File: src/rtl/washer_pkg.sv
// Shared washer encodings: FSM state codes and timer phase codes.
package washer_pkg;

  typedef enum logic [2:0] {
    S_IDLE   = 3'b000,
    S_FILL   = 3'b001,
    S_WASH   = 3'b010,
    S_RINSE  = 3'b011,
    S_SPIN   = 3'b100,
    S_PAUSED = 3'b101
  } state_e;

  localparam logic [2:0] PH_IDLE  = 3'b000;
  localparam logic [2:0] PH_FILL  = 3'b001;
  localparam logic [2:0] PH_WASH  = 3'b010;
  localparam logic [2:0] PH_RINSE = 3'b011;
  localparam logic [2:0] PH_SPIN  = 3'b100;

  // PAUSED keeps the spin code so the timer resumes the same phase
  function automatic logic [2:0] phase_of(state_e s);
    logic [2:0] ph;
    ph = PH_IDLE;
    case (s)
      S_FILL:   ph = PH_FILL;
      S_WASH:   ph = PH_WASH;
      S_RINSE:  ph = PH_RINSE;
      S_SPIN:   ph = PH_SPIN;
      S_PAUSED: ph = PH_SPIN;
      default:  ph = PH_IDLE;
    endcase
    return ph;
  endfunction

endpackage

File: src/rtl/wash_cycle_fsm_if.sv
// Sequencer <-> panel/timer signal bundle.
interface wash_cycle_fsm_if;

  logic       Coin_In;
  logic       Double_Wash;
  logic       Pause_Req;
  logic       Time_Event;
  logic [2:0] Timer_Encoding;
  logic       Pause_Enable_T;
  logic       Wash_Done;
  logic [2:0] State_Out;

  modport master (
    output Coin_In, Double_Wash, Pause_Req, Time_Event,
    input  Timer_Encoding, Pause_Enable_T, Wash_Done, State_Out
  );

  modport slave (
    input  Coin_In, Double_Wash, Pause_Req, Time_Event,
    output Timer_Encoding, Pause_Enable_T, Wash_Done, State_Out
  );

endinterface

File: src/rtl/wash_cycle_fsm_event_edge_det.sv
// Rising-edge detector for the timer's expiry pulse.
module event_edge_det (
  input  logic Clk,
  input  logic Rst,
  input  logic d,
  output logic pulse
);

  logic prev_q;

  always_ff @(posedge Clk or negedge Rst) begin
    if (!Rst) prev_q <= 1'b0;
    else      prev_q <= d;
  end

  assign pulse = d & ~prev_q;

endmodule

File: src/rtl/wash_cycle_fsm.sv
// Washing-machine phase sequencer.
// Optional second wash+rinse pass: define WASH_DOUBLE_WASH_EN.
module wash_cycle_fsm (
  input  logic            Clk,
  input  logic            Rst,
  wash_cycle_fsm_if.slave bus
);

  import washer_pkg::*;

  state_e     state_q, state_d;
  logic       done_q, done_d;
  logic [2:0] enc_q, so_q;
  logic       pen_q;
  logic       te_edge, ev;
  logic       req_q, pass_q;

  event_edge_det u_edge (
    .Clk   (Clk),
    .Rst   (Rst),
    .d     (bus.Time_Event),
    .pulse (te_edge)
  );

  // a level held through a pause must not count once resumed
  assign ev = te_edge & (state_q != S_PAUSED);

`ifdef WASH_DOUBLE_WASH_EN
  logic req_d, pass_d;

  always_ff @(posedge Clk or negedge Rst) begin
    if (!Rst) begin
      req_q  <= 1'b0;
      pass_q <= 1'b0;
    end else begin
      req_q  <= req_d;
      pass_q <= pass_d;
    end
  end
`else
  assign req_q  = 1'b0;
  assign pass_q = 1'b0;
`endif

  always_comb begin
    state_d = state_q;
    done_d  = done_q;
`ifdef WASH_DOUBLE_WASH_EN
    req_d   = req_q;
    pass_d  = pass_q;
`endif
    case (state_q)
      S_IDLE: if (bus.Coin_In) begin
        state_d = S_FILL;
        done_d  = 1'b0;
`ifdef WASH_DOUBLE_WASH_EN
        req_d   = bus.Double_Wash;
        pass_d  = 1'b0;
`endif
      end
      S_FILL:  if (ev) state_d = S_WASH;
      S_WASH:  if (ev) state_d = S_RINSE;
      S_RINSE: if (ev) begin
        if (req_q && !pass_q) begin
          state_d = S_WASH;
`ifdef WASH_DOUBLE_WASH_EN
          pass_d  = 1'b1;
`endif
        end else begin
          state_d = S_SPIN;
        end
      end
      S_SPIN: begin
        if (bus.Pause_Req) begin
          state_d = S_PAUSED;
        end else if (ev) begin
          state_d = S_IDLE;
          done_d  = 1'b1;
        end
      end
      S_PAUSED: if (!bus.Pause_Req) state_d = S_SPIN;
      default:  state_d = S_IDLE;
    endcase
  end

  always_ff @(posedge Clk or negedge Rst) begin
    if (!Rst) begin
      state_q <= S_IDLE;
      done_q  <= 1'b0;
      enc_q   <= PH_IDLE;
      pen_q   <= 1'b1;
      so_q    <= 3'b000;
    end else begin
      state_q <= state_d;
      done_q  <= done_d;
      enc_q   <= phase_of(state_d);
      pen_q   <= (state_d == S_IDLE) || (state_d == S_PAUSED);
      so_q    <= state_d;
    end
  end

  assign bus.Timer_Encoding = enc_q;
  assign bus.Pause_Enable_T = pen_q;
  assign bus.Wash_Done      = done_q;
  assign bus.State_Out      = so_q;

endmodule

File: src/flat_wrapper.sv
// flat-port wrapper written by rule: the top's interface ports become plain ports
module wash_cycle_fsm_flat import washer_pkg::*;
  (Clk, Rst, bus_Coin_In, bus_Double_Wash, bus_Pause_Req, bus_Time_Event, bus_Timer_Encoding, bus_Pause_Enable_T, bus_Wash_Done, bus_State_Out);
  wash_cycle_fsm_if bus_i ();
  input  logic Clk;
  input  logic Rst;
  input wire logic [$bits(bus_i.Coin_In)-1:0] bus_Coin_In;
  input wire logic [$bits(bus_i.Double_Wash)-1:0] bus_Double_Wash;
  input wire logic [$bits(bus_i.Pause_Req)-1:0] bus_Pause_Req;
  input wire logic [$bits(bus_i.Time_Event)-1:0] bus_Time_Event;
  output wire logic [$bits(bus_i.Timer_Encoding)-1:0] bus_Timer_Encoding;
  output wire logic [$bits(bus_i.Pause_Enable_T)-1:0] bus_Pause_Enable_T;
  output wire logic [$bits(bus_i.Wash_Done)-1:0] bus_Wash_Done;
  output wire logic [$bits(bus_i.State_Out)-1:0] bus_State_Out;
  assign bus_i.Coin_In = bus_Coin_In;
  assign bus_i.Double_Wash = bus_Double_Wash;
  assign bus_i.Pause_Req = bus_Pause_Req;
  assign bus_i.Time_Event = bus_Time_Event;
  assign bus_Timer_Encoding = bus_i.Timer_Encoding;
  assign bus_Pause_Enable_T = bus_i.Pause_Enable_T;
  assign bus_Wash_Done = bus_i.Wash_Done;
  assign bus_State_Out = bus_i.State_Out;
  wash_cycle_fsm u_core (.Clk(Clk), .Rst(Rst), .bus(bus_i));
endmodule
File: config.mk
export PLATFORM = sky130hd
export DESIGN_NAME = wash_cycle_fsm_flat
export DESIGN_NICKNAME = d
export VERILOG_FILES = /design/src/rtl/washer_pkg.sv /design/src/rtl/wash_cycle_fsm_if.sv /design/src/rtl/wash_cycle_fsm_event_edge_det.sv /design/src/rtl/wash_cycle_fsm.sv /design/src/flat_wrapper.sv
export SDC_FILE = /design/constraint.sdc
export NUM_CORES = 1
export LEC_CHECK = 0
export CAP_MARGIN = 5
export CELL_PAD_IN_SITES_DETAIL_PLACEMENT = 0
export CELL_PAD_IN_SITES_GLOBAL_PLACEMENT = 1
export CORE_MARGIN = 2
export CORE_UTILIZATION = 27
export DETAILED_ROUTE_END_ITERATION = 6
export PLACE_DENSITY_LB_ADDON = 0.1
export SLEW_MARGIN = 20
export SYNTH_ARGS = -nofsm -noshare
export SYNTH_HDL_FRONTEND = slang
export SYNTH_SLANG_ARGS = --single-unit
File: constraint.sdc
create_clock -name Clk -period 1.2 [get_ports Clk]
set_input_delay 0.18 -clock Clk [delete_from_list [all_inputs] [get_ports Clk]]
set_output_delay 0.18 -clock Clk [all_outputs]
set_load 0.01 [all_outputs]
## Word-level counts from Yosys, hierarchy flattened

Cells that the tools add are included.

- Register bits after elaboration: 9
- Bits in latches: 0
- Bits in writable memories: 0
- ROM bits: 0
- Bits of input ports: 6
- Output and inout bits: 8
- Memories: 0

- $add $sub $neg: 0
- $mul: 0
- Divide/modulo/power cells: 0
- Order comparisons: 0
- Equal/unequal tests: 14
- Shift operators: 0
- Multiplexer cells: 13
- Bitwise operators: 3
- Reduce and logical (&&, ||, !) cells: 6

Operators with widths:

| operator | number |
|---|---|
| $mux W3 | 7 |
| $pmux W3 S6 | 1 |
| $eq A3 B2 Y1 const B | 4 |
| $eq A3 B3 Y1 const B | 4 |
| $pmux W3 S4 | 1 |
| $eq A3 B1 Y1 const B | 2 |
| $logic_not A3 Y1 | 2 |
| $ne A2 B2 Y1 const B | 2 |
| $reduce_and A4 Y1 | 1 |
| $mux W1 | 3 |
| $ne A3 B3 Y1 const B | 1 |
| $and A1 B1 Y1 | 2 |
| $ne A2 B1 Y1 const B | 1 |
| $pmux W1 S2 | 1 |
| $reduce_bool A2 Y1 | 1 |
| $reduce_or A2 Y1 | 1 |
| $logic_or A1 B1 Y1 | 1 |
| $not A1 Y1 | 1 |

## Logic depth before layout (Yosys ltp)

- Word-level depth: 9
- Gate-level depth with buffers: 3
- Gate-level depth less buffers: 3

## Cells and area by module

Synthesis repeated with hierarchy kept, for this count alone.

- Cell total of the unflattened synthesis: 36
- Area total of the unflattened synthesis: 420.4 um^2

Modules (own cells, without submodules):

| module | instances | cells an instance | area an instance (um^2) | seq. area each (um^2) |
|---|---|---|---|---|
| wash_cycle_fsm | 1 | 34 | 381.6 | 201.4 |
| event_edge_det | 1 | 2 | 38.8 | 25.0 |

## Worst setup path after synthesis

Ideal clock, no wire load.

- Kind: register to register
- Start point: reg u_core.state_q[1]
- End point: reg u_core.done_q (netlist: u_core.bus.Wash_Done)
- Library setup time: 121 ps
- Data arrival time: 1112 ps
- Path slack: -33 ps
- Cell stages (with the launch flop): 4
- Path through: dfrtp_1 or3b_2 a21oi_1 a21oi_1

- Word-level cells in the longest chain between the ends: 4
- Elaborated cells between the ends (all ways): 10

Ends and longest elaborated chain:

| element | RTL line | text |
|---|---|---|
| start, declared | wash_cycle_fsm.sv:11 | `state_e state_q, state_d;` |
| start signal, assigned | wash_cycle_fsm.sv:94 | `state_q <= state_d;` |
| $ne A3 B3 Y1 | wash_cycle_fsm.sv:26 | `assign ev = te_edge & (state_q != S_PAUSED);` |
| $and A1 B1 Y1 | wash_cycle_fsm.sv:26 |  |
| $ne A2 B1 Y1 (no source line) | n/a |  |
| $reduce_and A4 Y1 (no source line) | n/a |  |
| end signal, assigned | wash_cycle_fsm.sv:95 | `done_q <= done_d;` |
| end, declared | wash_cycle_fsm.sv:12 | `logic done_q, done_d;` |

Parallel ways exist; a longest one is shown, timed or not.
A chain may end at the register's enable or synchronous reset.

## Final worst setup path

- Start point: reg u_core.state_q[0]
- End point: reg u_core.done_q (netlist: u_core.bus.Wash_Done)

The elaborated chain is that of the path after synthesis.

==> run metrics <==
outcome=complete, but fails checks; failing checks=setup timing; hold slack=0.209 ns; latest clock arrival within the worst-skew pair=0.26 ns; most frequent cells in the layout=dlygate4sd2_1, dfrtp_1, buf_4; CP Class=flop to flop; flops & latches, synth=9; Detailed Route Iter0 Violations=7; Hold Crit Class=input pin to async pin; Finished Cell Area=616 sq um; fmax=820 MHz; Worst setup SP type=flop; LEAKAGE=0.000282 uW; # clock sinks=9; worst path cell trace=buf_6, or4_4, a21oi_2; PwrDens=2210 nW/um^2; Tot GR Track Use=0.110; H-tree depth=1; global route overflow=0; placed wire-length estimate=619 microns; Placement Setup Slack=-0.279 ns; Bufs and invs on worst path=1; Routed WL per cell=12.7 microns; warnings from Yosys=0; max_cap viols=0; Fin. Hold Viols=0; CP top delay family=simple AND/OR/NAND/NOR gates; Cells after Synth=35; area of placed instances=554 sq um; relative slew slack=0.740; initial antenna violation count=0; drt first pass iters=4; count of cell types in the netlist=19; syn nets=41; VDD IR max=915 uV; number of global-route vias before repair=329; Routed WL=902 microns; post-route setup slack=-0.0196 ns; final setup skew=0.00171 ns; Worst-path clk slew=0.06 ns; worst-case clock buffer depth=2; # nets final=63; number of diodes=0; max incr delay on CP=0.48 ns; TNS Setup=-0.0196 ns; root buf cell=clkbuf_4; TritonCTS clock tree=yes; post-synthesis sequential area ratio=0.588; largest net degree at the start of global routing=14; Initial Utilization=0.292; Tcrit/Tclk final=1.02; Worst-Margin Slew=0.389 ns; via count=348; GP Congestion=0.789; core box area=1320 sq um; Max FO, Critical Path=7; chip height=41.8 microns; residual DRC count=0; first-pass GRT wire length=1.46 mm; I/O Pins=14; Worst EP arrival=1.41 ns; endpoints failing setup=1; detailed-route vias per instance=4.90; min Tclk post-route=1.22 ns; critical path endpoint category=flop; number of hold buffers added after CTS=0; layout cell share with drive strength beyond 1=0.393; placed cell count=65; RSZ-0062 raised after global routing=yes; Die Wd=41.8 microns; Slowest cell on crit path=or4_4; die area=1750 sq um; Pins Over Slew Limit=0; Worst Path Required=1.39 ns; Fill cells=125; Finished Layout Cells=71; Mapped Avg Cell Area=11.0 sq um; post-synthesis cell area=385 sq um; Port Buffers=12; post-detailed-route count of antenna-violating nets=0; num rows=13; Syn-to-layout area delta=59.7%; TritonCTS buffer count=3
[Yosys cell counts (all sizes together)]
| cell | number | area [sq um] |
|---|---|---|
| o31ai | 2 | 15.0 |
| or4 | 1 | 7.51 |
| nor2 | 2 | 7.51 |
| nand3b | 1 | 7.51 |
| or3b | 1 | 8.76 |
| o21ai | 2 | 10.0 |
| a31oi | 1 | 6.26 |
| inv | 3 | 11.3 |
| o22ai | 1 | 6.26 |
| o311ai | 1 | 8.76 |
| nor3 | 1 | 5.00 |
| nand2b | 1 | 6.26 |
| and4bb | 1 | 12.5 |
| dfstp | 1 | 26.3 |
| a21oi | 5 | 25.0 |
| xnor2 | 1 | 8.76 |
| dfrtp | 8 | 200 |
| nor3b | 1 | 7.51 |
| buf | 1 | 5.00 |
[report_power, final]
group	switching, uW	internal [uW]	leakage (uW)
Sequential	60.0	424	0.000110
Combinational	324	321	0.000155
Clock	107	123	0.0000177
[stage by stage]
| step | util | power (uW) |
|---|---|---|
| after CTS | 0.443 | 1300 |
| after detailed placement | 0.421 | 1100 |
| after global placement | 0.421 | 1090 |
| after global routing | 0.467 | 1460 |
| after floorplan | - | 777 |
| final | 0.467 | 1360 |
[routing by layer]
layer | track usage | wire length (microns) | share of wire
met5 | 0 | 0 | 0
met4 | 0.0581 | 0 | 0
met3 | 0.0435 | 86 | 0.095
met2 | 0.166 | 440 | 0.49
met1 | 0.135 | 375 | 0.42
[registers in the layout (all words and copies together) (netlist names)]
signal	count
u_core.u_edge.prev_q	1
u_core.bus.Timer_Encoding	3
u_core.bus.Pause_Enable_T	1
u_core.state_q	3
u_core.bus.Wash_Done	1
[area by class of cell]
type	instances	area, sq um	share of cell area
Clock inverter	1	5.00	0.00813
Inverter	3	11.3	0.0183
Timing Repair Buffer	18	156	0.254
Sequential cell	9	229	0.372
Multi-Input combinational cell	22	173	0.280
Tap cell	15	18.8	0.0305
Clock buffer	3	22.5	0.0366
[worst register-to-register path, stage by stage, from the launching register on]
cell and delay (ns):
dfrtp_2 0.41, buf_6 0.13, or4_4 0.48, a21oi_2 0.14
[logic make-up (layout without fill, tap and decap cells)]
family          Yosys count  after routing  share of synthesized area
flops                     9              9                      0.588
simple gates              9              9                      0.162
compound gates           12             12                      0.185
buf+inv                   4             25                     0.0422
xor+xnor                  1              1                     0.0227
[path summary, 6_finish.rpt]
check | from | slack, ns | depth (start not counted) | end
setup reg to reg | u_core.state_q[0] | -0.02 | 3 | u_core.bus.Wash_Done
hold / removal | Rst | 0.21 | 1 | u_core.bus.Timer_Encoding[2]
max in group asynchronous | Rst | 0.68 | 1 | u_core.bus.Pause_Enable_T
setup / recovery | u_core.state_q[0] | -0.02 | 3 | u_core.bus.Wash_Done
hold reg to reg | u_core.bus.Wash_Done | 0.56 | 2 | u_core.bus.Wash_Done
min in group Clk | u_core.bus.Wash_Done | 0.56 | 2 | u_core.bus.Wash_Done
[what timing repair did]
| item | in CTS | in global routing |
|---|---|---|
| pin swaps | 1 | 1 |
| endpoints found under the setup margin | 11 | 7 |
| resized for setup | 11 | 8 |
| endpoints found under the hold margin | 0 | 0 |
| buffers inserted | 1 | 1 |
(Power assumes the default switching activity.)
